**config.mk**
```make
export PLATFORM = sky130hd
export DESIGN_NAME = fetch_module
export DESIGN_NICKNAME = d
export VERILOG_FILES = /design/src/rtl/mips_pkg.sv /design/src/rtl/fetch_queue.sv /design/src/rtl/fetch_module.sv
export SDC_FILE = /design/constraint.sdc
export NUM_CORES = 1
export LEC_CHECK = 0
export CAP_MARGIN = 20
export CORE_ASPECT_RATIO = 0.7
export CORE_UTILIZATION = 64
export DETAILED_ROUTE_END_ITERATION = 7
export DONT_BUFFER_PORTS = 1
export GPL_ROUTABILITY_DRIVEN = 1
export PLACE_DENSITY = 0.81
export SYNTH_ARGS = -nofsm -noshare
export SYNTH_HDL_FRONTEND = slang
export SYNTH_HIERARCHICAL = 1
export SYNTH_SLANG_ARGS = --single-unit
```
**constraint.sdc**
```tcl
create_clock -name clk -period 3.3 [get_ports clk]
set_input_delay 0.66 -clock clk [delete_from_list [all_inputs] [get_ports clk]]
set_output_delay 0.66 -clock clk [all_outputs]
set_load 0.01 [all_outputs]
```
**src/rtl/mips_pkg.sv**
```systemverilog
// Shared fetch/decode types: word widths, the NOP encoding and the fetch packet
// handed from fetch_module to decode_module.
package mips_pkg;

  localparam int INSTR_W = 32;
  localparam int ADDR_W  = 32;
  localparam logic [INSTR_W-1:0] NOP = 32'h0000_0000;

  typedef struct packed {
    logic [INSTR_W-1:0] instr;
    logic [ADDR_W-1:0]  pc;
    logic [ADDR_W-1:0]  pc_plus4;
  } fetch_pkt_t;

  // Sequential successor of a word address; wraps naturally modulo 2^32.
  function automatic logic [ADDR_W-1:0] next_pc(input logic [ADDR_W-1:0] pc);
    return pc + ADDR_W'(4);
  endfunction

endpackage

```
**src/rtl/fetch_queue.sv**
```systemverilog
// Circular buffer of fetch packets between the instruction memory response and
// decode. Flush empties it in one cycle; the head is read straight from storage.
module fetch_queue
  import mips_pkg::*;
#(
  parameter int DEPTH = 2,
  localparam int PTR_W = $clog2(DEPTH),
  localparam int CNT_W = $clog2(DEPTH + 1)
) (
  input  logic             clk,
  input  logic             rst_n,
  input  logic             push,
  input  fetch_pkt_t       push_pkt,
  input  logic             pop,
  input  logic             flush,
  output fetch_pkt_t       head_pkt,
  output logic [CNT_W-1:0] count
);

  logic [PTR_W-1:0] wr_ptr_reg;
  logic [PTR_W-1:0] rd_ptr_reg;
  logic [CNT_W-1:0] count_reg;
  logic [DEPTH-1:0] wr_en;
  fetch_pkt_t       mem_reg [DEPTH];

  function automatic logic [PTR_W-1:0] ptr_inc(input logic [PTR_W-1:0] p);
    return (p == PTR_W'(DEPTH - 1)) ? '0 : p + 1'b1;
  endfunction

  genvar gi;
  generate
    for (gi = 0; gi < DEPTH; gi++) begin : g_wr_en
      assign wr_en[gi] = push && !flush && (wr_ptr_reg == PTR_W'(gi));
    end
  endgenerate

  always_ff @(posedge clk or negedge rst_n) begin
    if (!rst_n) begin
      for (int i = 0; i < DEPTH; i++) begin
        mem_reg[i] <= '{instr: NOP, pc: '0, pc_plus4: '0};
      end
    end else begin
      for (int i = 0; i < DEPTH; i++) begin
        if (wr_en[i]) mem_reg[i] <= push_pkt;
      end
    end
  end

  always_ff @(posedge clk or negedge rst_n) begin
    if (!rst_n) begin
      wr_ptr_reg <= '0;
      rd_ptr_reg <= '0;
      count_reg  <= '0;
    end else if (flush) begin
      wr_ptr_reg <= '0;
      rd_ptr_reg <= '0;
      count_reg  <= '0;
    end else begin
      if (push) wr_ptr_reg <= ptr_inc(wr_ptr_reg);
      if (pop)  rd_ptr_reg <= ptr_inc(rd_ptr_reg);
      case ({push, pop})
        2'b10:   count_reg <= count_reg + 1'b1;
        2'b01:   count_reg <= count_reg - 1'b1;
        default: count_reg <= count_reg;
      endcase
    end
  end

  assign head_pkt = mem_reg[rd_ptr_reg];
  assign count    = count_reg;

endmodule

```
**src/rtl/fetch_module.sv**
```systemverilog
// Instruction-fetch stage: PC, one-cycle imem requests, epoch-tagged redirects.
// Define FETCH_STATS_EN to add the stat_fetched / stat_stall counters.
module fetch_module
  import mips_pkg::*;
#(
  parameter logic [31:0] RESET_PC = 32'h0000_0000,
  parameter int          DEPTH    = 2
) (
  input  logic        clk,
  input  logic        rst_n,
  output logic        imem_req,
  output logic [31:0] imem_addr,
  input  logic [31:0] imem_rdata,
  input  logic        redirect_valid,
  input  logic [31:0] redirect_pc,
  output logic        if_valid,
  input  logic        if_ready,
  output logic [31:0] if_instr,
  output logic [31:0] if_pc,
  output logic [31:0] if_pc_plus4
`ifdef FETCH_STATS_EN
  ,
  output logic [31:0] stat_fetched,
  output logic [31:0] stat_stall
`endif
);

  localparam int CNT_W = $clog2(DEPTH + 1);

  logic [ADDR_W-1:0] pc_reg;
  logic              epoch_reg;
  logic              inflight_reg;
  logic              inflight_epoch_reg;
  logic [ADDR_W-1:0] inflight_addr_reg;

  logic [CNT_W-1:0]  count;
  logic [CNT_W:0]    occupancy;
  logic [CNT_W:0]    limit;
  logic              push;
  logic              pop;
  fetch_pkt_t        push_pkt;
  fetch_pkt_t        head_pkt;
  logic              unused_redirect_lsbs;

  assign if_valid = (count != '0);
  assign pop      = if_valid && if_ready;

  // A head leaving this cycle frees a slot, which is what sustains one fetch per cycle.
  assign occupancy = {1'b0, count} + {{CNT_W{1'b0}}, inflight_reg};
  assign limit     = (CNT_W + 1)'(DEPTH) + {{CNT_W{1'b0}}, pop};
  assign imem_req  = rst_n && !redirect_valid && (occupancy < limit);
  assign imem_addr = pc_reg;

  // Responses tagged with an older epoch belong to the wrong path.
  assign push     = inflight_reg && (inflight_epoch_reg == epoch_reg);
  assign push_pkt = '{instr: imem_rdata, pc: inflight_addr_reg,
                      pc_plus4: next_pc(inflight_addr_reg)};

  assign unused_redirect_lsbs = ^redirect_pc[1:0];

  always_ff @(posedge clk or negedge rst_n) begin
    if (!rst_n) begin
      pc_reg             <= RESET_PC;
      epoch_reg          <= 1'b0;
      inflight_reg       <= 1'b0;
      inflight_epoch_reg <= 1'b0;
      inflight_addr_reg  <= '0;
    end else if (redirect_valid) begin
      pc_reg       <= {redirect_pc[31:2], 2'b00};
      epoch_reg    <= ~epoch_reg;
      inflight_reg <= 1'b0;
    end else begin
      inflight_reg <= imem_req;
      if (imem_req) begin
        pc_reg             <= next_pc(pc_reg);
        inflight_epoch_reg <= epoch_reg;
        inflight_addr_reg  <= pc_reg;
      end
    end
  end

  fetch_queue #(.DEPTH(DEPTH)) u_queue (
    .clk      (clk),
    .rst_n    (rst_n),
    .push     (push),
    .push_pkt (push_pkt),
    .pop      (pop),
    .flush    (redirect_valid),
    .head_pkt (head_pkt),
    .count    (count)
  );

  assign if_instr    = head_pkt.instr;
  assign if_pc       = head_pkt.pc;
  assign if_pc_plus4 = head_pkt.pc_plus4;

`ifdef FETCH_STATS_EN
  // Saturating counters that survive redirects; only reset clears them.
  always_ff @(posedge clk or negedge rst_n) begin
    if (!rst_n) begin
      stat_fetched <= '0;
      stat_stall   <= '0;
    end else begin
      if (pop && (stat_fetched != '1)) stat_fetched <= stat_fetched + 1'b1;
      if (if_valid && !if_ready && (stat_stall != '1)) stat_stall <= stat_stall + 1'b1;
    end
  end
`endif

endmodule
```
==> qor.csv <==
stage,metric,value,unit
clock_network,clock_sink_count,259,
finish,fin_nets,971,
finish,largest_register_ff_count,192,
global_route,grt_pass1_wl,38600,µm
route,drc_errors,15,
logic_synthesis,synthCells,905,
clock_network,cts_max_path_buffers,3,
route,vias,7095,
worst_setup_path,startpoint_type,flop,
clock_network,cts_tree,done,
worst_setup_path,end_kind,primary output,
worst_setup_path,cp_cell_sequence,ha_1 -> ha_1 -> nor2b_1 -> nand3_1 -> inv_1 -> buf_4,
sta,max_freq,338,MHz
sta,setup_viol,0,
sta,relSlewSlack,0.562,
worst_setup_path,path_common_cell,ha_1,
global_route,track_usage,0.254,
sta,finalHoldViolCount,259,
clock_network,cts.clk_slew.worst_paths,60,ps
floorplan,dieArea,19400,µm²
sta,rsz0062_at_grt,false,
power_and_ir_drop,p_leak,5.79,nW
place,pre_cts_slack,674,ps
logic_synthesis,yosysUniqueCellTypes,44,
place,place.gp.congestion,0.860,
worst_setup_path,cp_slowest_cell,nor2b_1,
place,io_buffers,0,
sta,maxSlewViolCount,0,
route,wl_per_cell,21.2,µm
sta,min_period,2960,ps
logic_synthesis,synth_top_family_by_area,multiplexers,
sta,setup_ws,344,ps
logic_synthesis,yosys_most_used_dff,dfrtp_1,
worst_setup_path,critPathBufInv,2,
sta,fin_crit_sh,0.896,
logic_synthesis,synth_compound_area_frac,0.0216,
floorplan,start_util,0.661,
logic_synthesis,synth-seq-cells,259,
sta,timing.hold.ws,-166,ps
worst_setup_path,cp.arrival,2300,ps
finish,finalCoreUtilization,0.714,
route,routed_wl,24400,µm
logic_synthesis,synth-simple-area-share,0.0746,
finish,drive_gt1_frac,0.361,
floorplan,fp.dieH,117,µm
logic_synthesis,synth_mux_area_frac,0.298,
floorplan,core,18200,µm²
finish,diodes,0,
global_route,grt_overflow_total,0,
floorplan,num_rows,41,
job,maxCapViolCount,0,
logic_synthesis,ys_async_sr_fraction,1.00,
global_route,antenna_found_initial,0,
route,drtAntennaViolNets,0,
worst_setup_path,cp_max_fo,10,
logic_synthesis,synth-xor-area-share,0.0371,
worst_setup_path,critical-path-max-stage-delay,490,ps
power_and_ir_drop,cellPowerDensity,907,nW/µm²
run_status,violations,"design-rule violations, negative hold slack",
clock_network,cts-root-buf,clkbuf_16,
sta,setup_tns,0,ps
route,drtIter0Drc,364,
global_route,grt_max_degree,262,
sta,worst_pin_slew,653,ps
power_and_ir_drop,peakVddDrop,0.470,mV
clock_network,postCtsSetupRepairBufs,0,
worst_setup_path,path_class,reg2out,
clock_network,clk_latency,520,ps
worst_setup_path,crit_required,2640,ps
clock_network,h-tree-depth,1,
floorplan,top_level_ports,198,
finish,num-fill-cells,1196,
run_status,status,"finished, violations left",
route,vias_per_cell,6.16,
logic_synthesis,netlist_area,12000,µm²
clock_network,cts_buffers,25,
global_route,grt_pass1_vias,7186,
finish,area_growth,8.10,%
min_path,worst_hold_path_type,in2async,
floorplan,fp.dieW,166,µm
place,detailed_place_hpwl,16500,µm
logic_synthesis,ys_seq_area_frac,0.539,
logic_synthesis,avgSynthCellArea,13.3,µm²
logic_synthesis,synth_edf_count,0,
worst_setup_path,cp_top_family,simple AND/OR/NAND/NOR gates,
logic_synthesis,synth_warnings,6,
sta,fin_worst_skew,7.44,ps
clock_network,post_cts_resized,0,
logic_synthesis,synthAdderAreaFrac,0.00416,
route,first_pass_iters,7,
per-layer routing:
layer,GRT usage,vias to the layer above,part of all wire
met4,0.0685,0,0.016
met1,0.368,3608,0.46
li1,-,3233,-
met2,0.389,223,0.45
met5,0,-,0
met3,0.0600,31,0.070
placed cells by master (no fill, tap or decap), types with 2 or more instances in the layout:
master / synthesis / routed
a31oi_1: 8 / 8
and2_1: 5 / 5
and3_1: 9 / 9
and4_1: 5 / 5
buf_12: 0 / 3
buf_4: 8 / 5
bufinv_16: 0 / 3
clkbuf_1: 18 / 4
clkbuf_16: 0 / 25
clkbuf_8: 0 / 2
clkinv_2: 0 / 8
conb_1: 1 / 10
dfrtp_1: 259 / 258
ha_1: 4 / 4
inv_1: 8 / 8
mux2_1: 40 / 40
mux2_2: 278 / 278
nand2_1: 41 / 41
nand2b_1: 2 / 2
nand3_1: 25 / 25
nand4_1: 16 / 16
nor2_1: 21 / 21
nor2b_1: 2 / 2
nor3_1: 10 / 10
nor3b_1: 3 / 3
nor4_1: 8 / 8
o21a_1: 2 / 2
o21ai_0: 30 / 30
o31ai_1: 2 / 2
or3_1: 8 / 8
or4_1: 5 / 5
xnor2_1: 30 / 30
xor2_1: 21 / 21
cells by family after synthesis:
family	count (synthesis)
mux	319
flops	259
fa+ha+maj	4
buf+inv	59
other cells	1
xor+xnor	51
simple gates	166
compound gates	46
layout make-up:
class                   instances  area (µm²)  area share
multi-input cells             596        5280       0.406
clock buffers                  31         668      0.0514
clock inverters                13         146      0.0113
flip-flops and latches        259        6480       0.498
inverters                       9        33.8     0.00260
well taps                     236         295      0.0227
repair buffers                  8        97.6     0.00750
where the power goes:
| group | switching (mW) | internal [mW] | total [mW] |
|---|---|---|---|
| combinational | 1.73 | 1.88 | 3.61 |
| sequential | 0.988 | 4.38 | 5.36 |
| clock | 1.16 | 1.67 | 2.83 |
| total | 3.87 | 7.93 | 11.8 |
cells in the mapped netlist, types with 2 or more instances:
cell type | n | area (µm²)
nand3_1 | 25 | 125
nand4_1 | 16 | 100
mux2_2 | 278 | 3130
nor2_1 | 21 | 78.8
nand2_1 | 41 | 154
mux2_1 | 40 | 450
and3_1 | 9 | 56.3
xor2_1 | 21 | 184
buf_6 | 4 | 45.0
nand2b_1 | 2 | 12.5
dfrtp_1 | 259 | 6480
o31ai_1 | 2 | 15.0
ha_1 | 4 | 50.1
clkbuf_1 | 18 | 67.6
buf_2 | 17 | 85.1
nor4_1 | 8 | 50.1
and2_1 | 5 | 31.3
buf_1 | 2 | 7.51
a31oi_1 | 8 | 50.1
xnor2_1 | 30 | 263
o21ai_0 | 30 | 150
nor2b_1 | 2 | 12.5
and4_1 | 5 | 43.8
or3_1 | 8 | 50.1
o21a_1 | 2 | 15.0
inv_1 | 8 | 30.0
nor3b_1 | 3 | 22.5
nor3_1 | 10 | 50.1
buf_4 | 8 | 60.1
or4_1 | 5 | 37.5
through the flow:
stage | std cells | hold slack [ps] | area [µm²] | power (mW)
floorplan | 914 | 364 | 12100 | 8.08
global placement | 1108 | 372 | 12200 | 8.76
detailed placement | 1108 | 370 | 12200 | 9.02
CTS | 1152 | -184 | 13000 | 11.9
global route | 1152 | -192 | 13000 | 12.5
finish | 1152 | -166 | 13000 | 11.8
path summary, 6_finish.rpt:
kind | from | endpoint | slack, ps | depth (start not counted)
hold reg to reg | u_queue/mem_reg[129] | u_queue/mem_reg[129] | 480 | 1
setup reg to reg | u_queue/count[0] | imem_addr[31] | 670 | 6
hold / removal | rst_n | u_queue/mem_reg[4] | -170 | 0
min in group clk | redirect_valid | u_queue/rd_ptr_reg | 210 | 1
max in group asynchronous | rst_n | u_queue/mem_reg[34] | 3020 | 0
setup / recovery | u_queue/count[0] | imem_req | 340 | 6
Note: power is estimated with default switching activity, not from simulation.
